==> src/rtl/sap_pkg.sv <==
// SAP-1 controller shared types: T-state encoding, opcode values, control word layout.
// Latency: n/a (types and constants only).
// Backpressure: n/a.
package sap_pkg;

    localparam int SAP_OPCODE_W = 4;
    localparam int SAP_RING_LEN = 6;

    typedef logic [SAP_OPCODE_W-1:0] opcode_t;

    // Encoding is chosen so the state value is directly the visible T-state number;
    // HALTED reads as 0.
    typedef enum logic [2:0] {
        HALTED = 3'd0,
        T1     = 3'd1,
        T2     = 3'd2,
        T3     = 3'd3,
        T4     = 3'd4,
        T5     = 3'd5,
        T6     = 3'd6
    } t_state_e;

    localparam opcode_t LDA_OP = 4'b0000;
    localparam opcode_t ADD_OP = 4'b0001;
    localparam opcode_t SUB_OP = 4'b0010;
    localparam opcode_t NOP_OP = 4'b0011;
    localparam opcode_t OUT_OP = 4'b1110;
    localparam opcode_t HLT_OP = 4'b1111;

    // One bit per datapath control line.
    typedef struct packed {
        logic pc_inc;    // Cp
        logic pc_out;    // Ep
        logic mar_load;  // Lm
        logic ram_out;   // CE
        logic ir_load;   // Li
        logic ir_out;    // Ei
        logic a_load;    // La
        logic a_out;     // Ea
        logic alu_sub;   // Su
        logic alu_out;   // Eu
        logic b_load;    // Lb
        logic out_load;  // Lo
    } ctrl_word_t;

endpackage

==> src/rtl/sap_ctrl_decode.sv <==
// Combinational control-word decode from current T-state and latched opcode.
// Latency: zero cycles (pure combinational).
// Backpressure: none; output follows inputs.
module sap_ctrl_decode
    import sap_pkg::*;
(
    input  t_state_e   state_i,
    input  opcode_t    op_i,
    output ctrl_word_t ctrl_o
);

    // Fetch in T1..T3 is opcode independent; execute in T4..T6 keys off the latched opcode.
    always_comb begin
        ctrl_o = '0;
        case (state_i)
            T1: begin
                ctrl_o.pc_out   = 1'b1;
                ctrl_o.mar_load = 1'b1;
            end
            T2: begin
                ctrl_o.pc_inc = 1'b1;
            end
            T3: begin
                ctrl_o.ram_out = 1'b1;
                ctrl_o.ir_load = 1'b1;
            end
            T4: begin
                case (op_i)
                    LDA_OP, ADD_OP, SUB_OP: begin
                        ctrl_o.ir_out   = 1'b1;
                        ctrl_o.mar_load = 1'b1;
                    end
                    OUT_OP: begin
                        ctrl_o.a_out    = 1'b1;
                        ctrl_o.out_load = 1'b1;
                    end
                    default: ;
                endcase
            end
            T5: begin
                case (op_i)
                    LDA_OP: begin
                        ctrl_o.ram_out = 1'b1;
                        ctrl_o.a_load  = 1'b1;
                    end
                    ADD_OP, SUB_OP: begin
                        ctrl_o.ram_out = 1'b1;
                        ctrl_o.b_load  = 1'b1;
                    end
                    default: ;
                endcase
            end
            T6: begin
                case (op_i)
                    ADD_OP: begin
                        ctrl_o.alu_out = 1'b1;
                        ctrl_o.a_load  = 1'b1;
                    end
                    SUB_OP: begin
                        ctrl_o.alu_out = 1'b1;
                        ctrl_o.a_load  = 1'b1;
                        ctrl_o.alu_sub = 1'b1;
                    end
                    default: ;
                endcase
            end
            default: ;  // HALTED drives nothing
        endcase
    end

endmodule

==> src/rtl/sap_controller.sv <==
// SAP-1 sequencer: six-state ring counter driving the W-bus control lines, with run/step/halt.
// Latency: control word appears one falling edge after an advance and is valid for one rising edge.
// Backpressure: no advance (run=0, no step edge) holds the T-state with all controls low.
module sap_controller
    import sap_pkg::*;
#(
    parameter int OPCODE_W = 4,
    parameter int RING_LEN = 6
) (
    input  logic                clock,
    input  logic                reset,
    input  logic                run,
    input  logic                step,
    input  logic [OPCODE_W-1:0] opcode,
    output logic                pc_inc,
    output logic                pc_out,
    output logic                mar_load,
    output logic                ram_out,
    output logic                ir_load,
    output logic                ir_out,
    output logic                a_load,
    output logic                a_out,
    output logic                alu_sub,
    output logic                alu_out,
    output logic                b_load,
    output logic                out_load,
    output logic                halted,
    output logic [2:0]          t_state
);

    t_state_e            state_q;
    logic [OPCODE_W-1:0] op_q;
    logic                ctrl_valid_q;
    logic                step_q;      // previous sample of step for edge detect
    logic                adv;
    ctrl_word_t          ctrl_dec;
    ctrl_word_t          ctrl_gated;

    // A run level or a fresh step edge advances exactly once per falling edge.
    assign adv = run | (step & ~step_q);

    // Sequencer on the falling edge so control lines are settled for the datapath's rising edge.
    always_ff @(negedge clock or posedge reset) begin
        if (reset) begin
            state_q      <= T6;
            op_q         <= NOP_OP;
            ctrl_valid_q <= 1'b0;
            step_q       <= 1'b0;
        end else begin
            step_q <= step;
            if (state_q == HALTED) begin
                // Only reset leaves HALTED; run and step are ignored.
                ctrl_valid_q <= 1'b0;
            end else if (adv) begin
                ctrl_valid_q <= 1'b1;
                case (state_q)
                    T1: state_q <= T2;
                    T2: state_q <= T3;
                    T3: begin
                        // IR was loaded at T3's rising edge, so opcode is now the new instruction.
                        op_q    <= opcode;
                        state_q <= (opcode == HLT_OP) ? HALTED : T4;
                    end
                    T4: state_q <= T5;
                    T5: state_q <= T6;
                    T6: state_q <= T1;
                    default: state_q <= HALTED;
                endcase
            end else begin
                // Holding: drop the word so nothing is loaded or incremented twice.
                ctrl_valid_q <= 1'b0;
            end
        end
    end

    sap_ctrl_decode u_decode (
        .state_i (state_q),
        .op_i    (op_q),
        .ctrl_o  (ctrl_dec)
    );

    // Control lines are live only in the cycle right after an advance.
    always_comb begin
        ctrl_gated = '0;
        if (ctrl_valid_q) begin
            ctrl_gated = ctrl_dec;
        end
    end

    assign pc_inc   = ctrl_gated.pc_inc;
    assign pc_out   = ctrl_gated.pc_out;
    assign mar_load = ctrl_gated.mar_load;
    assign ram_out  = ctrl_gated.ram_out;
    assign ir_load  = ctrl_gated.ir_load;
    assign ir_out   = ctrl_gated.ir_out;
    assign a_load   = ctrl_gated.a_load;
    assign a_out    = ctrl_gated.a_out;
    assign alu_sub  = ctrl_gated.alu_sub;
    assign alu_out  = ctrl_gated.alu_out;
    assign b_load   = ctrl_gated.b_load;
    assign out_load = ctrl_gated.out_load;
    assign halted   = (state_q == HALTED);
    assign t_state  = state_q;

    // Only one driver may own the W-bus when the datapath clocks.
    a_bus_exclusive: assert property (@(posedge clock) disable iff (reset)
        $onehot0({pc_out, ram_out, ir_out, a_out, alu_out}));

    // A control word is never presented without the advance that produced it.
    a_valid_needs_adv: assert property (@(negedge clock) disable iff (reset)
        !adv |=> !ctrl_valid_q);

    // The ring never leaves its RING_LEN states (or HALTED).
    a_ring_range: assert property (@(negedge clock) disable iff (reset)
        int'(state_q) <= RING_LEN);

endmodule

==> config.mk <==
export PLATFORM = sky130hd
export DESIGN_NAME = sap_controller
export DESIGN_NICKNAME = d
export VERILOG_FILES = /design/src/rtl/sap_pkg.sv /design/src/rtl/sap_ctrl_decode.sv /design/src/rtl/sap_controller.sv
export SDC_FILE = /design/constraint.sdc
export NUM_CORES = 1
export LEC_CHECK = 0
export CAP_MARGIN = 20
export CORE_MARGIN = 5
export CORE_UTILIZATION = 41
export CTS_BUF_LIST = sky130_fd_sc_hd__clkbuf_4 sky130_fd_sc_hd__clkbuf_8
export DETAILED_ROUTE_END_ITERATION = 8
export GPL_TIMING_DRIVEN = 0
export PLACE_DENSITY = 0.77
export SLEW_MARGIN = 15
export SYNTH_ARGS = -nofsm -noshare
export SYNTH_HDL_FRONTEND = slang
export SYNTH_HIERARCHICAL = 1
export SYNTH_SLANG_ARGS = --single-unit
==> constraint.sdc <==
create_clock -name clock -period 1.45 [get_ports clock]
set_clock_uncertainty 0.1 [all_clocks]
set_input_delay 0.2175 -clock clock [delete_from_list [all_inputs] [get_ports clock]]
set_output_delay 0.2175 -clock clock [all_outputs]
set_load 0.05 [all_outputs]
==> results by group <==
Detailed routing
  • Initial detailed-routing violation count: 2
  • Antenna Nets Post-Route: 0
  • Remaining DRCs: 0
  • Post-detailed-route wirelength per cell: 18.5 um
  • Detail-routed via count per cell: 5.41
  • Number of vias in the routed layout: 774
  • Post-detailed-routing wire length: 2650 um
  • Iteration count of the initial detailed-routing pass: 3

Clocking
  • H-tree level count: 1
  • Number of buffers inserted during clock tree synthesis: 3
  • Clock sink count: 9
  • Worst-path clk slew: 0.07 ns
  • Buffer depth of the longest clock path: 2
  • Clock insertion delay at the later pin of the skew report: 0.34 ns
  • Clock tree from TritonCTS: yes
  • CTS Root Cell: sky130_fd_sc_hd__clkbuf_4

Floorplan
  • Total Die Area: 2520 um^2
  • Effective utilization at floorplan: 43.5%
  • Horiz. Die Dim: 50.2 um
  • DIE HEIGHT: 50.2 um
  • Placeable core region: 1520 um^2
  • Standard-cell rows: 14
  • Ports placed on the boundary: 24

STA
  • Setup TNS: -20.65 ns
  • Setup violation total in the final timing report: 23
  • Transition time at the pin with the least slew margin: 0.374 ns
  • Max Transition Viols Final: 0
  • Slew margin rel.: 75.0%
  • Hold violation count in the final report: 0
  • Worst hold slack after final layout: 0.489 ns
  • Final WS setup: -1.35 ns
  • Setup repair after global routing missed its margin: true

Yosys
  • Fraction of registers with async set/reset: 100%
  • Number of warnings reported in the yosys synthesis log: 6
  • Most frequently used flop master after synthesis: sky130_fd_sc_hd__dfrtn_1
  • Synthesized area divided by synthesized cell count: 9.21 um^2
  • Area fraction of the dominant cell type after synthesis: 18.9%
  • Cell area after synthesis: 663 um^2
  • Number of flip-flops and latches in the synthesized netlist: 9
  • Sequential share of the synthesized area: 34.7%
  • Number of distinct library cell variants in the gate-level netlist after synthesis: 30
  • Yosys top cell by area: sky130_fd_sc_hd__dfrtn_1
  • Post-Synthesis Cells: 72
  • EDFF count, synth: 0
  • Most area-consuming cells after synthesis: sky130_fd_sc_hd__dfrtn_1 19%, sky130_fd_sc_hd__dfstp_2 16%, sky130_fd_sc_hd__and2_1 12%
  • Synthesized Nets: 80

Placed design
  • Final weighted congestion in routability-driven placement: 0.777
  • Placed insts: 111
  • # port buffers: 23
  • Worst slack at placement: -1.65 ns
  • Final HPWL from detailed placement: 1150 um
  • Area of placed instances: 970 um^2

Power and ir drop
  • PwrDens: 2340 nW/um^2
  • VDD IR max: 2.08 mV
  • Leakage component of the power: 0.693 nW
  • Final Total Pwr: 3.30 mW

Flow run
  • Max Cap Viol: 0

Worst setup path
  • Depth of the worst register-to-register path: 6
  • Delay contributed by the slowest stage of the critical path: 0.57 ns
  • Worst flop-to-flop path startpoint: t_state[1]
  • WS Path Type: register to output port
  • Type of destination of the critical path: output port
  • Start point of the critical path: op_q[0]
  • Register-to-register path setup slack: -0.40 ns
  • Reg2reg end: op_q[2]
  • Slowest stage cell, crit path: sky130_fd_sc_hd__dfstp_2
  • Required time worst endpoint: 1.13 ns
  • Capture point of the worst path: a_out
  • Worst endpoint data arrival time: 2.48 ns
  • Startpoint type of the worst setup path: register
  • Crit path max fanout: 4
  • Worst-path cell chain: nand2b_4 -> nor2_2 -> and3b_2 -> buf_4 -> and2_4 -> buf_8

Global routing
  • Initial antenna violation count: 0
  • Met1 usage in global routing: 16.4%
  • Wire length of the first global-routing pass: 3150 um
  • GRT met3 Usage: 2.66%
  • GRT overflow: 0
  • GR Layer Usage met2: 31.2%
  • Pin count of the biggest net entering global routing: 11
  • Number of global-route vias before repair: 700
  • Total Routing Usage GR: 16.5%
  • Global routing's busiest layer: met2

Final layout
  • Top library cells by usage in the layout, fill and taps aside: 16 x sky130_fd_sc_hd__buf_6, 12 x sky130_fd_sc_hd__and2_4, 12 x sky130_fd_sc_hd__buf_8, 12 x sky130_fd_sc_hd__buf_4, 6 x sky130_fd_sc_hd__inv_1
  • Number of diodes: 0
  • Share of layout cells above drive strength 1: 68.5%
  • Non-filler cells, final: 143
  • Most common cell after layout, fill and taps aside: sky130_fd_sc_hd__buf_6
  • Final Instance Area: 1410 um^2
  • Area grow syn2layout: 113%
  • Core utilization of the finished layout: 92.7%
  • Number of nets in the layout: 136

Status
  • Failing checks: setup timing
  • Outcome: finished, violations left

Min path
  • Worst min path class: register to register
==> synthesized netlist by cell type, drive strengths merged (2+ instances only) <==
cell     n
o21ai    2
nor3     5
dfrtn    5
a21oi    2
nand2    2
and2b    2
dfstp    4
and3b    2
mux2     4
and2    14
nor2b    2
nand2b   4
nor2     8
inv      3
==> worst max-delay path, delay by kind of cell, from the launching register on <==
family,cells,cell delay (ns)
flops,1,0.57
simple gates,4,0.55
buf+inv,2,0.27
==> cell families (layout without fill, tap and decap cells) <==
kind of cell / after synthesis / after routing / synth area share, %
simple gates: 43 / 43 / 39.8
compound gates: 11 / 11 / 15.3
flops: 9 / 9 / 34.7
buf+inv: 5 / 60 / 3.40
mux: 4 / 4 / 6.79
==> repair_timing <==
action / CTS / global route
buffers inserted: 14 / 13
resized for setup: 152 / 21
pin swaps: 7 / 9
setup endpoints to repair: 24 / 24
hold buffers: 0 / 0
==> sequential cells by signal, indices dropped and copies added (netlist names) <==
name and count:
step_q 1, t_state 3, op_q 4, ctrl_valid_q 1
==> report_power, final <==
part | internal [mW] | leakage [nW] | switching [mW]
clock | 0.141 | 0.0397 | 0.144
sequential | 0.427 | 0.102 | 0.182
combinational | 1.27 | 0.551 | 1.14
total | 1.84 | 0.693 | 1.47
==> how the worst min path moves through the flow <==
stage	end	slack, ns	cells after the start	startpoint
2_1_floorplan	op_q[3]	0.41	1	op_q[3]
3_3_place_gp	op_q[2]	0.43	1	op_q[2]
4_1_cts	op_q[3]	0.49	1	op_q[3]
6_report	op_q[3]	0.49	1	op_q[3]
3_5_place_dp	op_q[3]	0.44	1	op_q[3]
5_1_grt	op_q[3]	0.52	1	op_q[3]
==> cell type report <==
type	instances	area [um^2]
Inverter	2	7.51
Clock inverter	4	15.0
Tap cell	16	20.0
Sequential cell	9	238
Timing Repair Buffer	48	553
Clock buffer	4	30.0
Buffer	2	11.3
Fill cell	58	111
Multi-Input combinational cell	58	538
==> per-layer routing <==
| layer | vias up | wire length, um |
|---|---|---|
| li1 | 352 | - |
| met1 | 365 | 871 |
| met2 | 40 | 1430 |
| met3 | 17 | 180 |
| met4 | 0 | 168 |
| met5 | - | 0 |
Note: power is estimated with default switching activity, not from simulation.
